<file path="src/rtl/prog_loader.sv">
// prog_loader: byte-stream program loader into instruction memory.
// Optional checksum byte enabled by `define PROG_LOADER_CHECKSUM_EN.
module prog_loader #(
  parameter logic [31:0] BASE_ADDR = 32'h0000_0000,
  parameter int          MAX_WORDS = 64
) (
  input  logic        clk,
  input  logic        reset,
  input  logic        byte_valid,
  input  logic [7:0]  byte_data,
  output logic        byte_ready,
  output logic        imem_we,
  output logic [31:0] imem_addr,
  output logic [31:0] imem_wdata,
  output logic        cpu_reset,
  output logic        load_done,
  output logic        err
);

  typedef enum logic [2:0] {
    CNT_LO,
    CNT_HI,
    DATA,
`ifdef PROG_LOADER_CHECKSUM_EN
    CSUM,
`endif
    DONE,
    ERROR
  } state_t;

  localparam logic [16:0] MAX_N = 17'(MAX_WORDS);

  state_t      state;
  state_t      state_nx;
  logic [15:0] count;
  logic [15:0] word_idx;
  logic [1:0]  byte_cnt;
  logic [23:0] partial;
  logic        accept;
  logic        last_byte;
  logic [15:0] n_rx;
`ifdef PROG_LOADER_CHECKSUM_EN
  logic [7:0]  csum;
`endif

  assign accept    = byte_valid & byte_ready;
  assign n_rx      = {byte_data, count[7:0]};
  assign last_byte = (byte_cnt == 2'd3) &&
                     ((word_idx + 16'd1) == count);

  // state register
  always_ff @(posedge clk or posedge reset) begin
    if (reset) state <= CNT_LO;
    else       state <= state_nx;
  end

  // next-state decode and state-derived status outputs
  always_comb begin
    state_nx   = state;
    byte_ready = 1'b1;
    load_done  = 1'b0;
    err        = 1'b0;
    cpu_reset  = 1'b1;
    unique case (state)
      CNT_LO: if (accept) state_nx = CNT_HI;
      CNT_HI: begin
        if (accept) begin
          if ({1'b0, n_rx} > MAX_N) state_nx = ERROR;
          else if (n_rx == 16'd0)   state_nx = DONE;
          else                      state_nx = DATA;
        end
      end
      DATA: begin
        if (accept && last_byte) begin
`ifdef PROG_LOADER_CHECKSUM_EN
          state_nx = CSUM;
`else
          state_nx = DONE;
`endif
        end
      end
`ifdef PROG_LOADER_CHECKSUM_EN
      CSUM: begin
        if (accept)
          state_nx = (byte_data == csum) ? DONE : ERROR;
      end
`endif
      DONE: begin
        byte_ready = 1'b0;
        load_done  = 1'b1;
        cpu_reset  = 1'b0;
      end
      ERROR: begin
        byte_ready = 1'b0;
        err        = 1'b1;
      end
      default: state_nx = CNT_LO;
    endcase
  end

  // count capture, word assembly and memory write strobe
  always_ff @(posedge clk or posedge reset) begin
    if (reset) begin
      count      <= '0;
      word_idx   <= '0;
      byte_cnt   <= '0;
      partial    <= '0;
      imem_we    <= 1'b0;
      imem_addr  <= BASE_ADDR;
      imem_wdata <= '0;
`ifdef PROG_LOADER_CHECKSUM_EN
      csum       <= '0;
`endif
    end else begin
      imem_we <= 1'b0;
      if (accept) begin
        unique case (state)
          CNT_LO: count[7:0] <= byte_data;
          CNT_HI: begin
            count[15:8] <= byte_data;
            word_idx    <= '0;
            byte_cnt    <= '0;
          end
          DATA: begin
            byte_cnt <= byte_cnt + 2'd1;
`ifdef PROG_LOADER_CHECKSUM_EN
            csum     <= csum ^ byte_data;
`endif
            if (byte_cnt == 2'd3) begin
              imem_we    <= 1'b1;
              imem_addr  <= BASE_ADDR +
                            {14'd0, word_idx, 2'b00};
              imem_wdata <= {byte_data, partial};
              partial    <= '0;
              word_idx   <= word_idx + 16'd1;
            end else begin
              partial <= {byte_data, partial[23:8]};
            end
          end
          default: ;
        endcase
      end
    end
  end

endmodule

</file>
<file path="config.mk">
export PLATFORM = sky130hd
export DESIGN_NAME = prog_loader
export DESIGN_NICKNAME = d
export VERILOG_FILES = /design/src/rtl/prog_loader.sv
export SDC_FILE = /design/constraint.sdc
export NUM_CORES = 1
export LEC_CHECK = 0
export ABC_AREA = 1
export CAP_MARGIN = 15
export CORE_ASPECT_RATIO = 1.4
export CORE_MARGIN = 2
export CORE_UTILIZATION = 48
export CTS_CLUSTER_DIAMETER = 100
export DETAILED_ROUTE_END_ITERATION = 6
export HOLD_SLACK_MARGIN = 0.08
export PLACE_DENSITY = 0.8
export SETUP_SLACK_MARGIN = 0.2
export SYNTH_ARGS = -nofsm -noshare
export SYNTH_HDL_FRONTEND = slang
export SYNTH_SLANG_ARGS = --single-unit
</file>
<file path="constraint.sdc">
create_clock -name clk -period 3.5 [get_ports clk]
set_clock_uncertainty 0.2 [all_clocks]
set_input_delay 0.7 -clock clk [delete_from_list [all_inputs] [get_ports clk]]
set_output_delay 0.7 -clock clk [all_outputs]
set_load 0.01 [all_outputs]
</file>
* Yosys cells after proc, flatten, opt, wreduce, memory -nomap -nowiden
Cells that the tools add are included.
Cells by class: add/sub/neg operators 2, magnitude comparators 1, equality and inequality tests 10, muxes and demuxes 17, bitwise operators 2, reduce and logical (&&, ||, !) cells 13
Operators by type and width (number):
- case mux 16 bit (2 select lines) | 1
- 2-to-1 mux 24 bit | 1
- adder 16 x 1 -> 16 bit (second input constant) | 1
- equality test 16 bit | 1
- greater-than comparator 16 x 7 -> 1 bit (second input constant) | 1
- logical NOT 16 bit | 1
- 2-to-1 mux 16 bit | 1
- 2-to-1 mux 3 bit | 4
- case mux 3 bit (4 select lines) | 1
- 2-to-1 mux 1 bit | 8
- inequality test 2 bit (second input constant) | 4
- AND reduction 2 bit | 4
- equality test 3 x 2 -> 1 bit (second input constant) | 2
- AND reduction 3 bit | 2
- case mux 2 bit (2 select lines) | 1
- AND reduction 4 bit | 1
- equality test 3 x 1 -> 1 bit (second input constant) | 1
- equality test 3 bit (second input constant) | 1
- logical NOT 3 bit | 1
- adder 2 x 1 -> 2 bit (second input constant) | 1
- equality test 2 bit (second input constant) | 1
- logical AND 1 bit | 2
- nonzero test 2 bit | 1
- OR reduction 2 bit | 1
- 2 further kinds | 2
Storage, ports and cells: register bits after elaboration 110, input bits 11, output and inout port bits 69, word-level logic and storage cells 54

* Depth between registers and ports, before layout
depth in word-level cells 7, mapped depth 15, gate-level depth less buffers 15

* Worst setup path after synthesis
Ideal clock, no wire load.
kind reg2reg, start point register word_idx[0], end point register state[0], arrival time 1.591 ns, required time 3.179 ns, setup slack 1.588 ns, cell stages (with the launch flop) 16, buffers on the path 1, period minus slack after synthesis 1.912 ns, cells stage by stage dfrtp_1 ha_1 nand2_1 nor2_4 buf_6 nand3_1 nand2_1 nand2_1 nor2_1 nor2_1 nand2_1 nor2_2 nand3_1 nand2_1 nand3_1 nand2_1
Between the ends: word-level cells in the longest chain between the ends 6
Ends and longest elaborated chain:
- from (decl) | line 36 | logic [15:0] word_idx;
- from (signal assigned) | line 135 | word_idx <= word_idx + 16'd1;
- adder 16 x 1 -> 16 bit | line 49 | ((word_idx + 16'd1) == count);
- equality test 16 bit | line 49
- logical AND 1 bit | line 48 | assign last_byte = (byte_cnt == 2'd3) &&
- logical AND 1 bit | line 74 | if (accept && last_byte) begin
- inequality test 2 bit (no source line)
- AND reduction 4 bit (no source line)
- to (signal assigned) | line 54 | else state <= state_nx;
- to (decl) | line 33 | state_t state;
No other way between the ends. A chain may end at the register's enable or synchronous reset.

* Worst setup path in the final report
start point register state[0], end point output port err
Between the ends: word-level cells in the longest chain between the ends 2
Ends and longest elaborated chain:
- equality test 3 bit | line 64 | unique case (state)
- 2-to-1 mux 1 bit | line 64
- to (decl) | line 17 | output logic err
No other way between the ends.

==> metrics.csv <==
metric,value,unit
critical-path-top-delay-family,buffers and inverters,
synth-seq-cells,110,
hold_path_end,imem_wdata[11],
ios,80,
drt-initial-drc-count,366,
cts_hold_buffers,0,
relSlewSlack,35.6,%
power_density,507,mW/mm^2
num_vias,4242,
holdPathStages,2,
first_pass_iters,5,
synth-simple-area-share,22.0,%
wl_met1,4720,um
track_usage,22.1,%
critPathMaxStageDelay,0.53,ns
cts_max_level,3,
wl_met3,556,um
fin_cells,793,
cts_made_buffers,9,
cts_setup_buffers,0,
wl,12000,um
maxCapViolCount,0,
power,3.09,mW
fin_crit,2.63,ns
pre_cts_slack,0.816,ns
crit_type,reg2out,
seqCellArea,0.00275,sq mm
cp-start-kind,flip-flop,
syn_area,0.00506,sq mm
drc,0,
min_path_type,reg2reg,
r2r-start,word_idx[0],
initial_core_util,49.1,%
reg2reg_depth,15,
yosysUniqueCellTypes,32,
cp_max_fo,5,
root_buffer,clkbuf_16,
crit_chain,nor2_1 -> nand2_1 -> inv_1 -> clkdlybuf4s50_1,
diodes,0,
arrival,1.73,ns
ys_warn_count,0,
cts-resized-gates,0,
top_layer_used,met4,
muxShareOfSynthArea,0,%
final_layout_size_suffix_gt1_share,6.87,%
max_slew.worst_pin.slew,0.963,ns
fin_crit_sh,75.2,%
num-fill-cells,916,
cp-end-kind,output pin,
grt_setup_unrepaired,false,
rrSetupSlack,1.10,ns
gp_congestion,0.880,
die_area,0.0114,sq mm
slew_violations,0,
core-area,0.0103,sq mm
drt-wirelength-per-cell,15.1,um
avgSynthCellArea,8.55,sq um
dp.cells,777,
post_synth_xor_area_fraction,0.618,%
grt_pass1_vias,4183,
setup_viol,0,
nets,663,
tns,0,ns
grt_antenna_before_repair,0,
cts.sinks,110,
path_buf_inv,2,
grt_overflow,0,
netlist_instances,592,
clockBufferDepth,2,
clock_latency,0.36,ns
grt_max_degree,67,
critPathSlowestCell,clkdlybuf4s50_1,
area_growth,20.4,%
row_count,44,
place_hpwl,8470,um
synthAdderAreaFrac,0.495,%
synth_compound_area_share,12.1,%
worstReg2RegEnd,state[2],
crit_required,2.60,ns
outcome,finished clean,
die_w,90.8,um
finalHoldViolations,0,
p_leak,2.90,nW
path_clk_slew,0.08,ns
worst_ir_drop_vdd,0.296,mV
hold_start,imem_wdata[11],
via_per_inst,5.35,
ant_nets,0,
cts_tree,built,
route.met2.wl,6290,um
multi_input_area,0.00184,sq mm
die_h,125,um
io_buffer_count,63,
synth_top_family_by_area,simple AND/OR/NAND/NOR gates,
yosysSeqAreaShare,54.4,%
setup_slack,0.869,ns
grt_pass1_wl,20100,um
fmax,0.380,GHz
==> worst reg2reg max path, cell delays in order (launching register included) <==
cell	delay, ns
dfrtp_1	0.45
ha_1	0.26
nand2_1	0.14
nor2_4	0.30
nand2_1	0.13
nand2_1	0.11
nand3_1	0.07
nand2_1	0.08
nand2_1	0.05
inv_1	0.04
nand2_1	0.04
nor2_1	0.12
nand3_1	0.10
nand2_1	0.09
nand3_1	0.08
nand2_1	0.07
==> stage by stage <==
stage | cell area (sq um) | hold slack [ns] | util (%)
floorplan | 5120 | 0.266 | -
finish | 6090 | 0.287 | 59.2
detailed placement | 5790 | 0.276 | 56.2
CTS | 6090 | 0.292 | 59.2
global route | 6090 | 0.309 | 59.2
global placement | 5790 | 0.266 | 56.2
==> cells by family (layout without fill, tap and decap cells) <==
kind of cell	Yosys count	after routing
other	1	16
xor gates and xnor gates	2	2
DFF	110	110
adders and majority gates	2	2
AOI/OAI and AO/OA	112	112
buffers and inverters	120	168
and+or+nand+nor	245	245
==> cell usage in the layout, fill, tap and decap left out, drive strengths merged <==
cell	count
ha	2
clkbuf	10
xnor3	1
nand4	12
dfrtp	110
o21ai	76
a22o	1
clkinv	4
nand3	51
a21oi	2
clkinvlp	1
nand2	149
clkdlybuf4s50	63
o22ai	31
inv	85
nor2	28
buf	5
nor3	3
xor2	1
nand3b	2
conb	16
o211ai	1
o21a	1
==> cell usage after synthesis <==
| library cell | count | area [sq um] |
|---|---|---|
| nand2_1 | 143 | 537 |
| dfrtp_1 | 110 | 2750 |
| inv_1 | 80 | 300 |
| o21ai_0 | 62 | 310 |
| nand3_1 | 50 | 250 |
| o22ai_1 | 31 | 194 |
| nor2_1 | 18 | 67.6 |
| buf_4 | 16 | 120 |
| clkbuf_1 | 15 | 56.3 |
| o21ai_1 | 14 | 70.1 |
| nand4_1 | 11 | 68.8 |
| nor2_4 | 6 | 67.6 |
| nand2_2 | 5 | 31.3 |
| buf_2 | 4 | 20.0 |
| nor2_2 | 4 | 25.0 |
| inv_2 | 3 | 11.3 |
| nor3_1 | 3 | 15.0 |
| ha_1 | 2 | 25.0 |
| nand3b_1 | 2 | 15.0 |
| a21oi_1 | 1 | 5.00 |
| a21oi_2 | 1 | 8.76 |
| a22o_1 | 1 | 8.76 |
| buf_6 | 1 | 11.3 |
| clkinv_2 | 1 | 5.00 |
| conb_1 | 1 | 3.75 |
| nand2_4 | 1 | 11.3 |
| nand3_2 | 1 | 10.0 |
| nand4_2 | 1 | 12.5 |
| o211ai_1 | 1 | 7.51 |
| o21a_1 | 1 | 7.51 |
| xnor3_1 | 1 | 22.5 |
| xor2_1 | 1 | 8.76 |
==> flip-flops by register name (all words and copies together), names as in the netlist <==
signal      flops
byte_cnt        2
count          16
imem_addr      16
imem_wdata     32
imem_we         1
partial        24
state           3
word_idx       16
==> how the worst max path moves through the flow <==
| stage | from | endpoint | slack [ns] | depth (start not counted) |
|---|---|---|---|---|
| detailed placement | byte_valid | imem_wdata[21] | 0.82 | 6 |
| global placement | byte_valid | imem_addr[17] | 0.90 | 6 |
| finish | state[0] | err | 0.87 | 4 |
| floorplan | reset | byte_cnt[0] | 1.27 | 1 |
| global route | state[0] | byte_ready | 0.74 | 5 |
| CTS | state[0] | byte_ready | 0.88 | 5 |
==> where the power goes <==
group	total, mW	leakage (nW)	internal [mW]	switching, mW
clock	1.03	0.151	0.524	0.503
sequential	1.52	1.39	1.39	0.129
combinational	0.545	1.37	0.201	0.343
total	3.09	2.90	2.11	0.976
==> routing by layer <==
| metal | vias to the layer above | global-route usage [%] |
|---|---|---|
| met3 | 35 | 3.92 |
| li1 | 2012 | - |
| met5 | - | 0 |
| met2 | 155 | 38.5 |
| met1 | 2040 | 26.8 |
| met4 | 0 | 9.54 |
==> area by class of cell <==
type,count,share of cell area (%)
timing repair buffer,68,11.6
clock buffer,10,3.92
tap,138,2.83
clock inverter,6,1.05
inverter,84,5.26
multi-input combinational,377,30.2
sequential,110,45.2
Power figures use the tool's default switching activity.
